### src/rtl/io_input_conditioner.sv
// rtl/io_input_conditioner.sv - per-channel synchroniser, debounce filter, edge detector and sticky event flags
// Optional level interrupt (irq_mask_i/irq_o) is built only when IOC_IRQ_EN is defined.
module io_input_conditioner #(
  parameter int   CH          = 32,
  parameter int   SYNC_STAGES = 2,
  parameter int   DEB_CYCLES  = 1000,
  parameter logic RESET_LEVEL = 1'b0
) (
  input  logic          clk_i,
  input  logic          rst_i,
  input  logic [CH-1:0] raw_i,
  input  logic [CH-1:0] evt_clr_i,
`ifdef IOC_IRQ_EN
  input  logic [CH-1:0] irq_mask_i,
  output logic          irq_o,
`endif
  output logic [CH-1:0] level_o,
  output logic [CH-1:0] rise_o,
  output logic [CH-1:0] fall_o,
  output logic [CH-1:0] evt_o
);

  localparam int            CW      = $clog2(DEB_CYCLES + 1);
  localparam logic [CW-1:0] DEB_MAX = CW'(DEB_CYCLES - 1);

  logic [SYNC_STAGES-1:0][CH-1:0] sync_q;
  logic [CH-1:0][CW-1:0]          cnt_q, cnt_d;
  logic [CH-1:0]                  level_q, level_d;
  logic [CH-1:0]                  rise_q, rise_d;
  logic [CH-1:0]                  fall_q, fall_d;
  logic [CH-1:0]                  evt_q, evt_d;
  logic [CH-1:0]                  sync_last;

  assign sync_last = sync_q[SYNC_STAGES-1];

  // Any cycle where the synchronised input agrees with the accepted level restarts the count.
  always_comb begin
    cnt_d   = '0;
    level_d = level_q;
    rise_d  = '0;
    fall_d  = '0;
    for (int i = 0; i < CH; i++) begin
      if (sync_last[i] != level_q[i]) begin
        if (cnt_q[i] == DEB_MAX) begin
          level_d[i] = sync_last[i];
          rise_d[i]  = sync_last[i];
          fall_d[i]  = ~sync_last[i];
        end else begin
          cnt_d[i] = cnt_q[i] + CW'(1);
        end
      end
    end
    evt_d = (evt_q & ~evt_clr_i) | rise_d | fall_d;
  end

  always_ff @(posedge clk_i) begin
    if (rst_i) begin
      sync_q  <= {SYNC_STAGES{{CH{RESET_LEVEL}}}};
      cnt_q   <= '0;
      level_q <= {CH{RESET_LEVEL}};
      rise_q  <= '0;
      fall_q  <= '0;
      evt_q   <= '0;
    end else begin
      sync_q  <= {sync_q[SYNC_STAGES-2:0], raw_i};
      cnt_q   <= cnt_d;
      level_q <= level_d;
      rise_q  <= rise_d;
      fall_q  <= fall_d;
      evt_q   <= evt_d;
    end
  end

  assign level_o = level_q;
  assign rise_o  = rise_q;
  assign fall_o  = fall_q;
  assign evt_o   = evt_q;

`ifdef IOC_IRQ_EN
  // Interrupt follows the sticky flags one cycle later.
  logic irq_q;

  always_ff @(posedge clk_i) begin
    if (rst_i) begin
      irq_q <= 1'b0;
    end else begin
      irq_q <= |(evt_q & irq_mask_i);
    end
  end

  assign irq_o = irq_q;
`endif

endmodule

### config.mk
export PLATFORM = sky130hd
export DESIGN_NAME = io_input_conditioner
export DESIGN_NICKNAME = d
export VERILOG_FILES = /design/src/rtl/io_input_conditioner.sv
export SDC_FILE = /design/constraint.sdc
export NUM_CORES = 1
export LEC_CHECK = 0
export CORE_AREA = 2 2 254 194
export DETAILED_ROUTE_END_ITERATION = 12
export DIE_AREA = 0 0 256 196
export GPL_TIMING_DRIVEN = 0
export MAX_ROUTING_LAYER = met4
export SLEW_MARGIN = 20
export SYNTH_ARGS = -nofsm -noshare
export SYNTH_HDL_FRONTEND = slang
export SYNTH_SLANG_ARGS = --single-unit
### constraint.sdc
create_clock -name clk_i -period 2.7 [get_ports clk_i]
set_clock_uncertainty 0.05 [all_clocks]
set_input_delay 0.675 -clock clk_i [delete_from_list [all_inputs] [get_ports clk_i]]
set_output_delay 0.675 -clock clk_i [all_outputs]
set_load 0.1 [all_outputs]
* Word-level counts from Yosys, hierarchy flattened *
Cells that the tools add are included.
W data, S select, Z words.

word-level totals
  register bits = 512
  bits in latches = 0
  bits in writable memories = 0
  memory bits (read-only) = 0
  input bits = 66
  output and inout bits = 128
  logic and storage cells = 425
  memories = 0

cells by class
  $add $sub $neg = 32
  multiply operators = 0
  divide/modulo/power cells = 0
  order comparisons = 0
  eq/ne operators = 64
  shifts and indexed selects = 0
  mux-type cells = 128
  bitwise operators = 68
  reduce and logical (&&, ||, !) cells = 64

operator list
  operator                 count
  $add A10 B1 Y10 const B  32
  $eq A10 B10 Y1 const B   32
  $mux W1                  128
  $reduce_or A3 Y1         32
  $not A1 Y1               64
  $or A32 B32 Y32          2
  $reduce_and A2 Y1        32
  $and A32 B32 Y32         1
  $ne A1 B1 Y1             32
  $not A32 Y32             1

* Logic depth before layout (Yosys ltp) *
  word-level depth = 5
  depth in mapped cells = 6
  gate-level depth less buffers = 4

* Worst setup path before layout *
No wires, ideal clock.

  kind = reg2reg
  from = reg level_q[21], in the netlist level_o[21]
  to = reg evt_q[21], in the netlist evt_o[21]
  library setup time = 0.129 ns
  arrival = 1.673 ns
  required time = 2.521 ns
  setup slack = 0.848 ns
  stages on the path, launching flop included = 5
  buffers on the path = 1
  clock period less this slack = 1.852 ns
  cells stage by stage = dfxtp_1 > nand2b_1 > a21o_1 > clkbuf_1 > o21ai_1

between the ends
  longest elaborated chain between the ends = 4
  elaborated cells between the ends (all ways) = 5
  classes of those cells = 1 x eq/ne; 2 x mux; 2 x bitwise

ends and longest elaborated chain
  item                    line  source
  from (decl)             28    logic [CH-1:0] level_q, level_d;
  from (signal assigned)  60    level_q <= {CH{RESET_LEVEL}};
  from (signal assigned)  67    level_q <= level_d;
  $ne A1 B1 Y1 *          43    if (sync_last[i] != level_q[i]) begin
  $mux W1                 43
  $or A32 B32 Y32         53    evt_d = (evt_q & ~evt_clr_i) | rise_d | fall_d;
  $or A32 B32 Y32 *       53
  to (signal assigned)    70    evt_q <= evt_d;
  to (decl)               31    logic [CH-1:0] evt_q, evt_d;

Mark *: on every way between the ends. The rest lies on a longest branch, timed or not.
A chain may end at the register's enable or synchronous reset.

* Worst setup path after layout *
  from = reg level_q[7], in the netlist level_o[7]
  to = out level_o[7]

RTL lines
  item       line  source
  to (decl)  17    output logic [CH-1:0] level_o,

No word-level cell between the ends.

==> reports/metrics.yaml <==
sta:
  max_freq_mhz: 378
  setup_viol: 0
  hold_viol_final: 0
  slew_headroom_pct: 22.9
  fin_crit_sh_pct: 98.1
  drv_slew: 0
  worst_pin_slew_ps: 1160
  rsz0062_at_grt: "false"
  tns_ps: 0
  final.min_clock_period_ps: 2650
  setup_ws_ps: 52.0
clock_network:
  ctsHoldBuffers: 0
  clock_latency_ps: 590
  clock-sinks: 512
  cts_tree: "done"
  post_cts.repair.setup_buffers: 0
  numCtsBuffers: 52
  clockRootBuffer: "clkbuf_16"
  htreeDepth: 2
  cts_buffer_depth: 3
  path_clk_slew_ps: 60
synth:
  syn_inst: 2257
  synth_area_per_cell_um2: 9.41
  synth_edf_count: 0
  ys_types: 52
  ys_seq_elements: 512
  synth_top_area_share_pct: 48.3
  netlist_area_um2: 21200
  ys_warn_count: 0
  seq_area_frac_synth_pct: 48.3
  async_reset_ff_share_pct: 0
  synth_area_leader_cell: "dfxtp_1"
  syn-num-nets: 2355
  synth-main-ff-cell: "dfxtp_1"
  synth.area.top_cells: "dfxtp_1, nor2_1, xor2_1, nand3_1, a21oi_1"
power_and_ir_drop:
  switching_share_pct: 21.0
  p_sw_mw: 3.24
  seq_power_share_pct: 49.5
  p_clk_share_pct: 47.9
  p_leak_nw: 8.62
  powerDensity_nw_per_um2: 604
  power.internal_mw: 12.2
  finalPower_mw: 15.5
  share_comb_of_total_power_pct: 2.6
  ir_drop_mv: 0.439
cells_and_area:
  final_core_util_pct: 53.4
  regArea_um2: 10200
  multi_input_area_um2: 10600
  antennaDiodeCount: 0
  nets: 2601
  layout-drive-gt1-share_pct: 6.33
  nFillCells: 4430
  syn_to_final_growth_pct: 20.4
  design_area_um2: 25600
floorplanning:
  rows: 70
  dieArea_um2: 50200
  core_area_um2: 47900
  start_util_pct: 44.3
  die_w_um: 256
  floorplan.die.height_um: 196
  ioPinCount: 194
worst_setup_path:
  crit_family: "buffers and inverters"
  worstPathArrival_ps: 1920
  crit_chain: "clkdlybuf4s15_1"
  cp_slowest_cell: "clkdlybuf4s15_1"
  cp_num_buf_inv: 1
  crit_required_ps: 1980
  cp_slowest_stage_delay_ps: 930
  crit_type: "flip-flop to output port"
  worst_setup_path_end_kind: "output port"
  crit_fanout: 5
  start_kind: "flip-flop"
global_routing:
  grt_overflow_total: 0
  grt_pass1_vias: 16600
  grt_start_max_net_pins: 15
  grt_first_pass_wirelength_um: 86000
  gr-usage-all-layers_pct: 21.5
  antenna_found_initial: 0
placement:
  port_buffers: 192
  dpl-instance-area_um2: 24000
  dp_hpwl_um: 37600
  gp_congestion: 0.879
  dp_slack_ps: -272
drt:
  vias: 17800
  first_pass_iters: 5
  wirelength_um: 53700
  drc: 0
  drt_iter0_markers: 1170
  wl_per_cell_um: 16.8
  ant_nets: 0
  vias_per_cell: 5.59
outcome:
  run_status: "complete, no violations"
min_path:
  hold_path_class: "flip-flop to flip-flop"
flow_run:
  drv_cap: 0
[area by class of cell]
cell class,count,area share [%]
Multi-Input combinational cell,1632,41.2
Sequential cell,512,40.1
Timing Repair Buffer,192,6.91
Clock buffer,81,6.14
Tap cell,648,3.17
Inverter,78,1.14
Clock inverter,13,0.753
Buffer,35,0.582
[cell usage in the layout, fill, tap and decap left out, types with 14 or more instances in the layout]
| master | Yosys | layout |
|---|---|---|
| nor4b_1 | 40 | 40 |
| nor3_1 | 43 | 43 |
| or4_1 | 36 | 36 |
| clkbuf_8 | 0 | 14 |
| or3_1 | 78 | 78 |
| nand2_1 | 165 | 165 |
| clkdlybuf4s50_1 | 0 | 64 |
| inv_1 | 77 | 77 |
| ha_1 | 32 | 32 |
| nor2_1 | 178 | 178 |
| o221a_2 | 15 | 15 |
| and4_1 | 37 | 37 |
| clkbuf_1 | 18 | 31 |
| o211ai_1 | 30 | 30 |
| nor2b_1 | 66 | 66 |
| o311ai_2 | 20 | 20 |
| nand4_1 | 87 | 87 |
| and3_1 | 26 | 26 |
| nand2b_1 | 24 | 24 |
| nand3_1 | 129 | 129 |
| o21ai_0 | 110 | 110 |
| clkbuf_16 | 0 | 53 |
| xnor2_1 | 47 | 47 |
| o31ai_1 | 56 | 56 |
| a31oi_1 | 41 | 41 |
| dfxtp_1 | 512 | 512 |
| xor2_1 | 76 | 76 |
| a311oi_1 | 14 | 14 |
| a21oi_1 | 126 | 126 |
| dlygate4sd2_1 | 0 | 121 |
| nand4bb_1 | 29 | 29 |
[power by group through the flow]
stage	Sequential (mW)	Combinational (mW)	Clock (mW)
floorplan	7.81	0.172	0
global placement	7.82	0.404	0
detailed placement	7.82	0.407	0
CTS	7.65	0.409	7.60
global route	7.66	0.432	7.94
finish	7.65	0.400	7.41
[what timing repair did]
action | in CTS | in global routing
gates cloned | 0 | 0
resized for setup | 132 | 5
endpoints found under the setup margin | 128 | 5
[logic make-up after synthesis]
family,count (synthesis),synth area share [%]
AOI/OAI and AO/OA,475,15.2
xor gates and xnor gates,123,5.07
adders and majority gates,32,1.88
buffers and inverters,113,2.07
DFF,512,48.3
and+or+nand+nor,1002,27.5
[flip-flops by register name (all words and copies together) (netlist names)]
| register | flops |
|---|---|
| sync_q | 32 |
| cnt_q | 320 |
| evt_o | 32 |
| rise_o | 32 |
| fall_o | 32 |
| sync_last | 32 |
| level_o | 32 |
[stage by stage]
step / hold slack (ps) / std cells
floorplan: 364 / 2257
global placement: 370 / 3097
detailed placement: 373 / 3097
CTS: 387 / 3191
global route: 400 / 3191
finish: 385 / 3191
[cells in the mapped netlist, types with 9 or more instances]
master and count:
a21oi_1 126, a311oi_1 14, a31oi_1 41, a32oi_1 10
and2_1 10, and3_1 26, and4_1 37, and4bb_1 9
and4bb_2 11, buf_2 13, clkbuf_1 18, dfxtp_1 512
ha_1 32, inv_1 77, nand2_1 165, nand2b_1 24
nand3_1 129, nand4_1 87, nand4bb_1 29, nor2_1 178
nor2b_1 66, nor3_1 43, nor4b_1 40, nor4bb_1 11
o211ai_1 30, o21ai_0 110, o221a_2 15, o311ai_2 20
o31ai_1 56, or3_1 78, or4_1 36, xnor2_1 47
xor2_1 76
[path summary, 6_finish.rpt]
check | depth (start not counted) | slack, ps | start | to
worst max-delay path | 1 | 50 | level_o[7] | level_o[7]
worst max register to register | 4 | 900 | cnt_q[270] | cnt_q[273]
worst min-delay path | 1 | 380 | sync_q[31] | sync_last[31]
worst min register to register | 1 | 380 | sync_q[31] | sync_last[31]
[layer usage]
metal  wire, um  up-vias  track usage [%]
li1           -     8939                -
met1      26400     8461             29.5
met2      23600      349             33.2
met3       2370       92             3.35
met4       1280        0             5.87
met5          0        -                -
Note: power is estimated with default switching activity, not from simulation.
